`src/rtl/decode_stage_if.sv`:
```
// Fetch-side and issue-side handshake bundle for the decode stage.
// The slave modport is the decode stage itself; the master modport is its environment.
interface decode_stage_if #(
    parameter int XLEN = 32
);
    logic            in_valid;
    logic            in_ready;
    logic [31:0]     instr;
    logic [XLEN-1:0] in_pc;
    logic            out_valid;
    logic            out_ready;
    logic [6:0]      op;
    logic [4:0]      op_type;
    logic [4:0]      rs1;
    logic [4:0]      rs2;
    logic [4:0]      rd;
    logic [XLEN-1:0] imm;
    logic            illegal;
    logic [XLEN-1:0] out_pc;

    modport master (
        output in_valid, instr, in_pc, out_ready,
        input  in_ready, out_valid, op, op_type, rs1, rs2, rd, imm, illegal, out_pc
    );

    modport slave (
        input  in_valid, instr, in_pc, out_ready,
        output in_ready, out_valid, op, op_type, rs1, rs2, rd, imm, illegal, out_pc
    );
endinterface

```
`src/rtl/decode_stage.sv`:
```
// Registered RV32 decode stage: decodes the incoming word combinationally, then
// stores the decoded fields in a small in-order FIFO whose head drives the outputs.
module decode_stage #(
    parameter int XLEN  = 32,
    parameter bit EN_M  = 1'b1,
    parameter int DEPTH = 2
) (
    input  logic           clk,
    input  logic           rst_n,
    input  logic           flush,
    decode_stage_if.slave  bus
);
    localparam int PW = (DEPTH > 1) ? $clog2(DEPTH) : 1;
    localparam int CW = $clog2(DEPTH + 1);

    typedef enum logic [2:0] {FMT_X, FMT_I, FMT_S, FMT_B, FMT_U, FMT_J, FMT_R} fmt_e;

    typedef struct packed {
        logic [6:0]      op;
        logic [4:0]      op_type;
        logic [4:0]      rs1;
        logic [4:0]      rs2;
        logic [4:0]      rd;
        logic [XLEN-1:0] imm;
        logic            illegal;
        logic [XLEN-1:0] pc;
    } entry_t;

    entry_t          mem [DEPTH];
    entry_t          dec;
    entry_t          head;
    logic [PW-1:0]   wr_ptr, rd_ptr;
    logic [CW-1:0]   count;
    fmt_e            fmt;
    logic [4:0]      ty;
    logic [31:0]     imm32;
    logic [31:0]     w;
    logic [2:0]      f3;
    logic [6:0]      f7;
    logic            accept, pop;

    assign w  = bus.instr;
    assign f3 = w[14:12];
    assign f7 = w[31:25];

    function automatic logic [PW-1:0] nxt(input logic [PW-1:0] p);
        return (p == PW'(DEPTH - 1)) ? '0 : p + PW'(1);
    endfunction

    // Classify the opcode/funct fields into an op_type and an encoding format
    always_comb begin
        fmt = FMT_X;
        ty  = 5'd0;
        case (w[6:0])
            7'b0000011: if (f3 == 3'b010) begin ty = 5'd1; fmt = FMT_I; end
            7'b0100011: if (f3 == 3'b010) begin ty = 5'd2; fmt = FMT_S; end
            7'b1101111: begin ty = 5'd3; fmt = FMT_J; end
            7'b0010011: if (f3 == 3'b000) begin ty = 5'd4; fmt = FMT_I; end
            7'b0110011: begin
                case ({f7, f3})
                    {7'h00, 3'b000}: ty = 5'd5;
                    {7'h20, 3'b000}: ty = 5'd6;
                    {7'h01, 3'b000}: ty = EN_M ? 5'd7 : 5'd0;
                    {7'h01, 3'b001}: ty = EN_M ? 5'd8 : 5'd0;
                    {7'h00, 3'b100}: ty = 5'd9;
                    {7'h00, 3'b111}: ty = 5'd10;
                    {7'h00, 3'b110}: ty = 5'd11;
                    default:         ty = 5'd0;
                endcase
                if (ty != 5'd0) fmt = FMT_R;
            end
            7'b0110111: begin ty = 5'd12; fmt = FMT_U; end
            7'b0010111: begin ty = 5'd13; fmt = FMT_U; end
            7'b1100011: begin
                case (f3)
                    3'b000:  ty = 5'd14;
                    3'b001:  ty = 5'd15;
                    3'b100:  ty = 5'd16;
                    3'b101:  ty = 5'd17;
                    default: ty = 5'd0;
                endcase
                if (ty != 5'd0) fmt = FMT_B;
            end
            default: ;
        endcase
    end

    // Extract register fields and immediate for the selected format; illegal words keep only op/pc
    always_comb begin
        dec         = '0;
        imm32       = '0;
        dec.op      = w[6:0];
        dec.pc      = bus.in_pc;
        dec.op_type = ty;
        case (fmt)
            FMT_I: begin
                dec.rs1 = w[19:15];
                dec.rd  = w[11:7];
                imm32   = {{20{w[31]}}, w[31:20]};
            end
            FMT_S: begin
                dec.rs1 = w[19:15];
                dec.rs2 = w[24:20];
                imm32   = {{20{w[31]}}, w[31:25], w[11:7]};
            end
            FMT_B: begin
                dec.rs1 = w[19:15];
                dec.rs2 = w[24:20];
                imm32   = {{19{w[31]}}, w[31], w[7], w[30:25], w[11:8], 1'b0};
            end
            FMT_U: begin
                dec.rd  = w[11:7];
                imm32   = {w[31:12], 12'b0};
            end
            FMT_J: begin
                dec.rd  = w[11:7];
                imm32   = {{11{w[31]}}, w[31], w[19:12], w[20], w[30:21], 1'b0};
            end
            FMT_R: begin
                dec.rs1 = w[19:15];
                dec.rs2 = w[24:20];
                dec.rd  = w[11:7];
            end
            default: dec.illegal = 1'b1;
        endcase
        dec.imm = XLEN'($signed(imm32));
    end

    // in_ready looks only at count, so a full buffer must drain a slot before it accepts again
    assign bus.in_ready  = (count < CW'(DEPTH));
    assign bus.out_valid = (count != '0);
    assign accept        = bus.in_valid & bus.in_ready & ~flush;
    assign pop           = bus.out_valid & bus.out_ready & ~flush;

    // FIFO storage, pointers and occupancy; flush empties the buffer and drops this cycle's traffic
    always_ff @(posedge clk or negedge rst_n) begin
        if (!rst_n) begin
            count  <= '0;
            wr_ptr <= '0;
            rd_ptr <= '0;
            for (int k = 0; k < DEPTH; k++) mem[k] <= '0;
        end else if (flush) begin
            count  <= '0;
            wr_ptr <= '0;
            rd_ptr <= '0;
        end else begin
            if (accept) begin
                mem[wr_ptr] <= dec;
                wr_ptr      <= nxt(wr_ptr);
            end
            if (pop) rd_ptr <= nxt(rd_ptr);
            if (accept && !pop)      count <= count + CW'(1);
            else if (pop && !accept) count <= count - CW'(1);
        end
    end

    assign head        = mem[rd_ptr];
    assign bus.op      = head.op;
    assign bus.op_type = head.op_type;
    assign bus.rs1     = head.rs1;
    assign bus.rs2     = head.rs2;
    assign bus.rd      = head.rd;
    assign bus.imm     = head.imm;
    assign bus.illegal = head.illegal;
    assign bus.out_pc  = head.pc;
endmodule

```
`src/flat_wrapper.sv`:
```
// flat-port wrapper written by rule: the top's interface ports become plain ports
module decode_stage_flat 
#(
    parameter int XLEN  = 32,
    parameter bit EN_M  = 1'b1,
    parameter int DEPTH = 2
)
  (clk, rst_n, flush, bus_in_valid, bus_instr, bus_in_pc, bus_out_ready, bus_in_ready, bus_out_valid, bus_op, bus_op_type, bus_rs1, bus_rs2, bus_rd, bus_imm, bus_illegal, bus_out_pc);
  decode_stage_if #(.XLEN(XLEN)) bus_i ();
  input  logic clk;
  input  logic rst_n;
  input  logic flush;
  input wire logic [$bits(bus_i.in_valid)-1:0] bus_in_valid;
  input wire logic [$bits(bus_i.instr)-1:0] bus_instr;
  input wire logic [$bits(bus_i.in_pc)-1:0] bus_in_pc;
  input wire logic [$bits(bus_i.out_ready)-1:0] bus_out_ready;
  output wire logic [$bits(bus_i.in_ready)-1:0] bus_in_ready;
  output wire logic [$bits(bus_i.out_valid)-1:0] bus_out_valid;
  output wire logic [$bits(bus_i.op)-1:0] bus_op;
  output wire logic [$bits(bus_i.op_type)-1:0] bus_op_type;
  output wire logic [$bits(bus_i.rs1)-1:0] bus_rs1;
  output wire logic [$bits(bus_i.rs2)-1:0] bus_rs2;
  output wire logic [$bits(bus_i.rd)-1:0] bus_rd;
  output wire logic [$bits(bus_i.imm)-1:0] bus_imm;
  output wire logic [$bits(bus_i.illegal)-1:0] bus_illegal;
  output wire logic [$bits(bus_i.out_pc)-1:0] bus_out_pc;
  assign bus_i.in_valid = bus_in_valid;
  assign bus_i.instr = bus_instr;
  assign bus_i.in_pc = bus_in_pc;
  assign bus_i.out_ready = bus_out_ready;
  assign bus_in_ready = bus_i.in_ready;
  assign bus_out_valid = bus_i.out_valid;
  assign bus_op = bus_i.op;
  assign bus_op_type = bus_i.op_type;
  assign bus_rs1 = bus_i.rs1;
  assign bus_rs2 = bus_i.rs2;
  assign bus_rd = bus_i.rd;
  assign bus_imm = bus_i.imm;
  assign bus_illegal = bus_i.illegal;
  assign bus_out_pc = bus_i.out_pc;
  decode_stage #(.XLEN(XLEN), .EN_M(EN_M), .DEPTH(DEPTH)) u_core (.clk(clk), .rst_n(rst_n), .flush(flush), .bus(bus_i));
endmodule
```
`config.mk`:
```
export PLATFORM = sky130hd
export DESIGN_NAME = decode_stage_flat
export DESIGN_NICKNAME = d
export VERILOG_FILES = /design/src/rtl/decode_stage_if.sv /design/src/rtl/decode_stage.sv /design/src/flat_wrapper.sv
export SDC_FILE = /design/constraint.sdc
export NUM_CORES = 1
export LEC_CHECK = 0
export CORE_MARGIN = 2
export CORE_UTILIZATION = 57
export CTS_CLUSTER_SIZE = 10
export DETAILED_ROUTE_END_ITERATION = 12
export PLACE_DENSITY = 0.91
export RECOVER_POWER = 100
export SLEW_MARGIN = 20
export SYNTH_ARGS = -nofsm -noshare
export SYNTH_HDL_FRONTEND = slang
export SYNTH_SLANG_ARGS = --single-unit
```
`constraint.sdc`:
```
create_clock -name clk -period 4.9 [get_ports clk]
set_clock_uncertainty 0.2 [all_clocks]
set_input_delay 0.735 -clock clk [delete_from_list [all_inputs] [get_ports clk]]
set_output_delay 0.735 -clock clk [all_outputs]
set_load 0.01 [all_outputs]
```
==> flow_summary.ini <==
[outcome]
outcome = finished, violations left
violations = max-capacitance violations, max-slew violations

[global_routing]
grt_usage_pct = 28.73
grt_overflow = 0
grt_max_degree = 108
grt_pass1_wl_um = 37000
grt_pass1_vias = 7265
antenna_found_initial = 0

[clock_tree]
clk_pin_slew_worst_paths_ns = 0.07
clock-sinks = 188
cts_root_buf = clkbuf_16
cts_tree = done
cts_setup_buffers = 0
clockBufferDepth = 2
clk_latency_ns = 0.43
h-tree-depth = 4
ctsHoldBuffers = 0
cts_resized = 0
cts_buffers = 17

[final_layout]
antenna_cells = 0
regArea_mm2 = 0.004708
area_growth_syn_to_layout_pct = 25.48
num-fill-cells = 1066
multi_input_area_mm2 = 0.003774
final_common_cell = nand2_1
nets = 1114
drive_above_1_share_pct = 13.23
utilization_pct = 72.89
layout_common_cells = nand2_1, dfrtp_1, dlygate4sd3_1

[hold_path]
hold_path_class = register to register
whs_path_depth = 2
min_from = u_core.mem[98]$_DFFE_PN0P_
min_to = u_core.mem[98]$_DFFE_PN0P_

[sta]
clock.fmax_ghz = 0.2569
worst_slew_pin_slew_ns = 2.650
maxSlewViolCount = 162
tns_ns = 0
finalHoldViolCount = 0
setup_viol = 0
timing.final.crit_share_pct = 79.43
maxSlewHeadroom_pct = -76.64
fin_crit_ns = 3.892
rsz0062_at_grt = no

[placement]
port_buffers = 162
hpwl_um = 14140
routabilityCongestion = 0.8714

[synth]
synth-edff-count = 0
synthFlopType = dfrtp_1
syn_area_mm2 = 0.008766
netlist.top_cell.by_area = dfrtp_1
synth_cell_types = 52
synth.avg_cell_area_um2 = 9.559
ys_seq_area_share_pct = 53.67
ys_top_cells_by_area = dfrtp_1, nand2_1, mux2_2
synth_top_area_share_pct = 53.67
ys_seq_elements = 188
netlist_instances = 917
synth_nets = 986
synthArstFlopShare_pct = 100.0
yosysWarningCount = 0

[worst_setup_path]
required_ns = 5.03
worstPathArrival_ns = 4.03
path_max_fanout = 16
startpoint_type = input port
worstReg2RegStart = u_core.count[1]$_DFFE_PN0P_
r2r_slack_ns = 1.59
critical_path_class = input port to register
r2r-end = u_core.mem[96]$_DFFE_PN0P_
reg2regPathDepth = 5
cp-end-kind = register

[floorplan]
ioPinCount = 163
chipHeight_um = 128.0
fp.coreArea_mm2 = 0.01509
die_w_um = 128.0
initial_core_util_pct = 58.09
design.die.area_mm2 = 0.01639
row_count = 45

[detailed_routing]
vias = 7312
drc_errors = 0
drtPass1Iterations = 6
ant_nets = 0
wl_per_cell_um = 18.00
vias_per_cell = 5.868
drt_iter0_drc = 610
finalWirelength_um = 22430

[pwr]
p_leak_uw = 0.005252
vdd_drop_max_mv = 0.2506
power_density_mw_per_mm2 = 381.1

[run]
maxCapViolations = 3
-- Yosys cell counts, types with 3 or more instances --
master and count:
nand3b_1 3, a22o_1 22, clkbuf_1 57, a21oi_1 18, and2_1 4, or3_1 3, nor2b_1 4, nand3_1 25
nor3_1 5, nand2b_1 4, a21oi_2 4, a31oi_1 23, nor2_1 37, mux2_2 92, xor2_1 3, o21ai_0 56
dfrtp_1 188, o41ai_1 3, nand2_1 320, a21o_1 3, buf_2 4
-- worst max-delay path, stage by stage --
cell	delay, ns
dlygate4sd3_1	0.70
nor4b_1	0.59
nor4b_1	0.71
a21o_1	0.20
o21ai_0	0.63
a31oi_1	0.44
-- flip-flops by register name, summed over array words and instances (netlist names) --
| signal | cells |
|---|---|
| u_core.wr_ptr | 1 |
| u_core.count | 2 |
| u_core.rd_ptr | 1 |
| u_core.mem | 184 |
-- metrics by stage --
stage	power [µW]	hold slack (ns)	instances	worst slack, ns	area, µm²
3_3_place_gp	2863	0.2526	1214	1.405	10500
2_1_floorplan	2419	0.2376	917	2.273	8766
5_1_grt	4393	0.2907	1246	0.6705	11000
4_1_cts	4255	0.2588	1246	1.362	11080
6_report	4192	0.2709	1246	1.008	11000
3_5_place_dp	2897	0.2582	1214	1.283	10500
-- routing by layer --
metal / vias up / global-route usage [%] / routed length (µm)
li1: 3364 / - / -
met1: 3571 / 36.96 / 9082
met2: 336 / 47.00 / 10940
met3: 41 / 8.347 / 1945
met4: 0 / 9.825 / 459
met5: - / 0 / 0
-- cell type report --
class / instances / share of cell area (%)
sequential: 188 / 42.81
multi-input combinational: 665 / 34.31
timing repair buffer: 171 / 15.47
clock buffer: 18 / 3.902
tap: 188 / 2.139
clock inverter: 14 / 1.308
inverter: 2 / 0.06825
-- worst max-delay path by stage --
stage                                          from                          end  slack [ns]  cells after the start
final                                 bus_instr[14]  u_core.mem[142]$_DFFE_PN0P_        1.01                      6
after global routing                  bus_instr[14]  u_core.mem[142]$_DFFE_PN0P_        0.67                      6
after CTS                 u_core.rd_ptr$_DFFE_PN0P_                  bus_imm[25]        1.36                      3
after detailed placement              bus_instr[13]  u_core.mem[149]$_DFFE_PN0P_        1.28                      6
after global placement                 bus_instr[3]  u_core.mem[153]$_DFFE_PN0P_        1.40                      6
after floorplan                       bus_instr[27]  u_core.mem[157]$_DFFE_PN0P_        2.27                      5
-- power breakdown --
group	leakage (µW)	switching, µW	internal, µW	total [µW]
combinational	0.00253	433	452	886
sequential	0.00244	147	1800	1940
clock	0.000281	611	753	1360
-- logic make-up after synthesis --
kind of cell	synth area share, %
and+or+nand+nor	20.33
xor gates and xnor gates	0.2998
buffers and inverters	2.883
AOI/OAI and AO/OA	11.01
DFF	53.67
muxes	11.82
Power figures use the tool's default switching activity.
